<file path="src/rtl/matmul_pad_top.sv">
// matmul_pad_top: R = A*X for a 4x8 coefficient ROM and a streamed 8x4 byte matrix.
// The ROM holds A[i][k] = 8*i+k+1.
module matmul_pad_top #(
  parameter int MATRIX_NUM = 2,
  parameter int NUM_MAC    = 4
) (
  input  logic       clk_pad,
  input  logic       rst_pad,
  input  logic       start_in_pad,
  input  logic       valid_input_pad,
  input  logic [7:0] X_load_pad,
  input  logic       read_n_pad,
  input  logic [7:0] r_addr_pad,
  output logic       ry_pad,
  output logic [8:0] read_data_pad,
  output logic       finish_pad
);
  localparam int DEPTH = MATRIX_NUM * 16;
  localparam int AW = $clog2(DEPTH);
  localparam int MW = (MATRIX_NUM > 1) ? $clog2(MATRIX_NUM) : 1;
  localparam logic [8:0] DEPTH9 = 9'(DEPTH);

  typedef enum logic [1:0] {IDLE, LOAD, COMPUTE, DONE} state_t;
  state_t state, state_nx;

  logic [7:0]    x_mem [32];
  logic [17:0]   ram [DEPTH];
  logic [17:0]   acc [NUM_MAC];
  logic [14:0]   prod [NUM_MAC];
  logic [17:0]   sum [NUM_MAC];
  logic [4:0]    n;
  logic [1:0]    row;
  logic [2:0]    k;
  logic [MW-1:0] m;
  logic [6:0]    a_cur;
  logic [AW-1:0] wbase;

  assign a_cur = 7'({row, k}) + 7'd1;

  assign wbase = AW'(int'(m) * 16 + int'(row) * 4);

  always_comb begin
    for (int j = 0; j < NUM_MAC; j++) begin
      prod[j] = 15'(a_cur) * 15'(x_mem[{k, 2'(j)}]);
      sum[j]  = acc[j] + 18'(prod[j]);
    end
  end

  always_comb begin
    state_nx = state;
    unique case (state)
      IDLE:    if (start_in_pad) state_nx = LOAD;
      LOAD:    if (valid_input_pad && n == 5'd31) state_nx = COMPUTE;
      COMPUTE: if (row == 2'd3 && k == 3'd7) state_nx = DONE;
      DONE:    state_nx = IDLE;
      default: state_nx = IDLE;
    endcase
  end

  always_ff @(posedge clk_pad or negedge rst_pad) begin
    if (!rst_pad) begin
      state      <= IDLE;
      n          <= '0;
      row        <= '0;
      k          <= '0;
      m          <= '0;
      finish_pad <= 1'b0;
      for (int j = 0; j < NUM_MAC; j++) acc[j] <= '0;
    end else begin
      state <= state_nx;
      unique case (state)
        IDLE: if (start_in_pad) begin
          finish_pad <= 1'b0;
          n          <= '0;
          row        <= '0;
          k          <= '0;
        end
        LOAD: if (valid_input_pad) n <= n + 5'd1;
        COMPUTE: begin
          k <= k + 3'd1;
          if (k == 3'd7) row <= row + 2'd1;
          // accumulators restart at the row boundary
          for (int j = 0; j < NUM_MAC; j++)
            acc[j] <= (k == 3'd7) ? '0 : sum[j];
        end
        DONE: begin
          finish_pad <= 1'b1;
          m <= (m == MW'(MATRIX_NUM - 1)) ? '0 : m + MW'(1);
        end
        default: ;
      endcase
    end
  end

  always_ff @(posedge clk_pad) begin
    if (state == LOAD && valid_input_pad) x_mem[n] <= X_load_pad;
    if (state == COMPUTE && k == 3'd7)
      for (int j = 0; j < NUM_MAC; j++) ram[wbase + AW'(j)] <= sum[j];
  end

  logic [7:0]  rd_addr;
  logic [1:0]  rd_ph;
  logic [8:0]  rd_hi;
  logic [17:0] rd_word;

  assign rd_word = ({1'b0, rd_addr} < DEPTH9) ? ram[rd_addr[AW-1:0]] : '0;

  always_ff @(posedge clk_pad or negedge rst_pad) begin
    if (!rst_pad) begin
      rd_addr       <= '0;
      rd_ph         <= '0;
      rd_hi         <= '0;
      ry_pad        <= 1'b0;
      read_data_pad <= '0;
    end else if (!read_n_pad) begin
      rd_addr <= r_addr_pad;
      rd_ph   <= 2'd1;
      ry_pad  <= 1'b0;
    end else begin
      unique case (rd_ph)
        2'd1: begin
          read_data_pad <= rd_word[8:0];
          rd_hi         <= rd_word[17:9];
          ry_pad        <= 1'b1;
          rd_ph         <= 2'd2;
        end
        2'd2: begin
          read_data_pad <= rd_hi;
          ry_pad        <= 1'b1;
          rd_ph         <= 2'd3;
        end
        2'd3: begin
          ry_pad <= 1'b0;
          rd_ph  <= 2'd0;
        end
        default: ;
      endcase
    end
  end
endmodule

</file>
<file path="config.mk">
export PLATFORM = sky130hd
export DESIGN_NAME = matmul_pad_top
export DESIGN_NICKNAME = d
export VERILOG_FILES = /design/src/rtl/matmul_pad_top.sv
export SDC_FILE = /design/constraint.sdc
export NUM_CORES = 1
export LEC_CHECK = 0
export CAP_MARGIN = 20
export CORE_ASPECT_RATIO = 0.8
export CORE_UTILIZATION = 50
export CTS_CLUSTER_DIAMETER = 50
export DETAILED_ROUTE_END_ITERATION = 8
export GPL_TIMING_DRIVEN = 0
export PLACE_DENSITY = 0.72
export SLEW_MARGIN = 20
export SYNTH_ARGS = -nofsm -noshare
export SYNTH_HDL_FRONTEND = slang
export SYNTH_SLANG_ARGS = --single-unit
</file>
<file path="constraint.sdc">
create_clock -name clk_pad -period 6.3 [get_ports clk_pad]
set_clock_uncertainty 0.05 [all_clocks]
set_input_delay 0.63 -clock clk_pad [delete_from_list [all_inputs] [get_ports clk_pad]]
set_output_delay 0.63 -clock clk_pad [all_outputs]
set_load 0.01 [all_outputs]
</file>
==> results.json <==
{
  "status": "finished clean",
  "hold_violations": 0,
  "tightestPinTransition_ps": 1146,
  "synth_compound_area_share_pct": 4.580,
  "overflow": 0,
  "worstPathArrival_ps": 6660,
  "cp.required_ps": 6810,
  "io_pins": 32,
  "synthMuxAreaShare_pct": 13.28,
  "synth_fp_nets": 3026,
  "synthArstFlopShare_pct": 12.14,
  "finalCoreUtilization_pct": 59.16,
  "synth_edf_count": 832,
  "syn_area_um2": 44690,
  "busiest_layer": "met2",
  "synth_xor_area_share_pct": 1.117,
  "via_per_inst": 6.202,
  "layout-drive-gt1-share_pct": 22.73,
  "synth.top_cells.by_count": "edfxtp_1, inv_1, mux4_2",
  "path_clk_slew_ps": 60,
  "synthDistinctLibCells": 66,
  "grt_util_all_layers_pct": 25.98,
  "nNetsFinal": 3217,
  "synth_cells": 2722,
  "met1_usage_pct": 37.06,
  "start_kind": "flip-flop",
  "cts_made_buffers": 102,
  "route.detailed.drc": 0,
  "dpl.hpwl_um": 77330,
  "synth-simple-area-share_pct": 4.798,
  "setup_viol": 0,
  "endpoint_kind": "flip-flop",
  "numPortBuffers": 31,
  "synth_seq_area_share_pct": 62.34,
  "tritoncts": "built",
  "avgSynthCellArea_um2": 16.42,
  "fin_crit_ps": 6147,
  "use_met2_pct": 40.30,
  "coreArea_um2": 87990,
  "synth_top_family_by_area": "multiplexers",
  "grt_max_degree": 87,
  "post-route-period-util_pct": 97.58,
  "antenna_found_initial": 2,
  "yosysWarningCount": 0,
  "crit_type": "flip-flop to flip-flop",
  "cts_max_path_buffers": 3,
  "wl_per_cell_um": 27.60,
  "min_path_type": "input port to async pin",
  "synth.most_common_cell": "edfxtp_1",
  "diodes": 0,
  "numClockSinks": 947,
  "synth_ff_type": "edfxtp_1",
  "cts.root.buffer_cell": "clkbuf_16",
  "max_freq_ghz": 0.1627,
  "htreeDepth": 3,
  "synth-seq-cells": 947,
  "met3_usage_pct": 6.012,
  "fp.dieW_um": 336.3,
  "crit_path_max_fanout": 10,
  "slew_headroom_pct": 23.08,
  "place_congestion": 0.8756,
  "grt_pass1_vias": 26960,
  "slew_viol_final": 0,
  "start_util_pct": 50.79,
  "wl_um": 115600,
  "die_y_um": 269.4,
  "dieArea_um2": 90590,
  "ant_nets": 0,
  "area_growth_syn_to_layout_pct": 16.46,
  "grt_pass1_wl_um": 172200,
  "synth_top_area_share_pct": 55.90,
  "rows": 97,
  "drv_cap": 0,
  "yosys.area_share.adder_pct": 10.34,
  "yosysTopAreaCell": "edfxtp_1",
  "first_iter_violations": 3134,
  "via_count": 25980,
  "first_pass_iters": 6,
  "netlist_top_cells_area": "edfxtp_1, mux4_2, fa_1",
  "clk_latency_ps": 680,
  "rsz0062_at_grt": "yes"
}
cells in the final DEF (no fill, tap or decap), types with 10 or more instances in the layout:
| master | netlist | layout |
|---|---|---|
| a221oi_1 | 10 | 10 |
| buf_2 | 16 | 21 |
| a21o_1 | 21 | 21 |
| a211oi_1 | 31 | 29 |
| clkinv_2 | 0 | 14 |
| xor2_2 | 0 | 11 |
| inv_1 | 279 | 279 |
| buf_6 | 10 | 19 |
| nor2_1 | 181 | 172 |
| mux2i_1 | 43 | 12 |
| o211ai_1 | 13 | 13 |
| clkdlybuf4s50_1 | 0 | 22 |
| nand2_1 | 83 | 83 |
| a22oi_1 | 11 | 10 |
| clkinv_1 | 1 | 14 |
| nor2b_1 | 51 | 51 |
| or2_2 | 38 | 37 |
| a21oi_1 | 44 | 42 |
| clkbuf_16 | 0 | 104 |
| mux2i_4 | 0 | 29 |
| mux2_2 | 19 | 19 |
| dfrtp_1 | 115 | 114 |
| mux4_2 | 235 | 235 |
| nand3_1 | 22 | 22 |
| ha_1 | 139 | 134 |
| or3_1 | 11 | 11 |
| clkbuf_1 | 64 | 70 |
| buf_4 | 4 | 23 |
| xnor2_2 | 0 | 20 |
| fa_1 | 144 | 144 |
| nand2b_1 | 23 | 23 |
| nand4_1 | 10 | 10 |
| buf_8 | 0 | 10 |
| buf_12 | 0 | 24 |
| a22o_1 | 37 | 37 |
| o21ai_0 | 64 | 58 |
| edfxtp_1 | 832 | 832 |
kinds of logic (layout without fill, tap and decap cells):
logic type	count (synthesis)	in the layout
AOI/OAI and AO/OA	295	295
xor gates and xnor gates	57	57
adders and majority gates	283	283
buffers and inverters	392	670
DFF	947	947
muxes	297	297
and+or+nand+nor	451	451
final cells by class:
class,count,area [um2]
fill,6207,35940
clock inverter,60,643.1
sequential,947,27860
tap,1188,1486
clock buffer,131,2763
multi-input combinational,1383,16340
timing repair buffer,87,1189
inverter,280,1051
buffer,112,713.2
flip-flops by register name (all words and copies together), names as in the netlist:
signal	count
rd_hi	9
n	5
m	1
finish_pad	1
acc	72
rd_ph	2
rd_addr	8
x_mem	256
read_data_pad	9
k	3
state	2
ry_pad	1
row	2
ram	576
worst paths after layout:
| check | depth (start not counted) | slack, ps | endpoint | startpoint |
|---|---|---|---|---|
| setup / recovery | 20 | 150 | acc[49]$_DFFE_PN0P_ | k[0]$_DFFE_PN0P_ |
| hold / removal | 2 | 380 | ry_pad$_DFFE_PN0P_ | rst_pad |
| setup reg to reg | 20 | 150 | acc[49]$_DFFE_PN0P_ | k[0]$_DFFE_PN0P_ |
| hold reg to reg | 1 | 460 | acc[13]$_DFFE_PN0P_ | acc[13]$_DFFE_PN0P_ |
| max in group asynchronous | 3 | 4980 | k[0]$_DFFE_PN0P_ | rst_pad |
| min in group clk_pad | 1 | 460 | acc[13]$_DFFE_PN0P_ | acc[13]$_DFFE_PN0P_ |
routing by layer:
layer	vias up	share of wire [%]
met3	225	11
li1	10620	-
met1	13630	40
met4	0	2.7
met2	1502	47
met5	-	0
repair_timing:
action	CTS	global route
setup buffers	9	12
gates cloned	0	1
pin swaps	8	11
hold endpoints to repair	29	0
resized for setup	168	68
setup endpoints to repair	484	297
hold buffers	1	0
through the flow:
stage	hold slack, ps	setup TNS [ps]	cell area, um2	std cells	setup slack (ps)
2_1_floorplan	284.4	0	44700	2722	310.1
3_3_place_gp	436.0	-1024720	46500	3941	-1786
3_5_place_dp	442.2	-488810	47280	3974	-1947
4_1_cts	362.6	0	51570	4175	9.583
5_1_grt	396.5	-1050	52050	4188	-70.25
6_report	384.2	0	52050	4188	152.7
critical path, cell delays in order (launching register included):
cell       delay (ps)
dfrtp_2           440
buf_12            170
buf_16            170
mux4_2            560
mux2i_4           290
nand2b_1          180
fa_1              460
fa_1              560
inv_1              50
fa_1              490
inv_1              50
fa_1              480
inv_1              50
ha_1              350
a21oi_2           210
o21ai_0           170
o2bb2ai_2         380
o21ai_0           300
xor2_2            250
buf_12            180
a22o_1            170
Power is not shown: default switching activity piles up to over one toggle a cycle in this logic, so the estimate is an artifact.
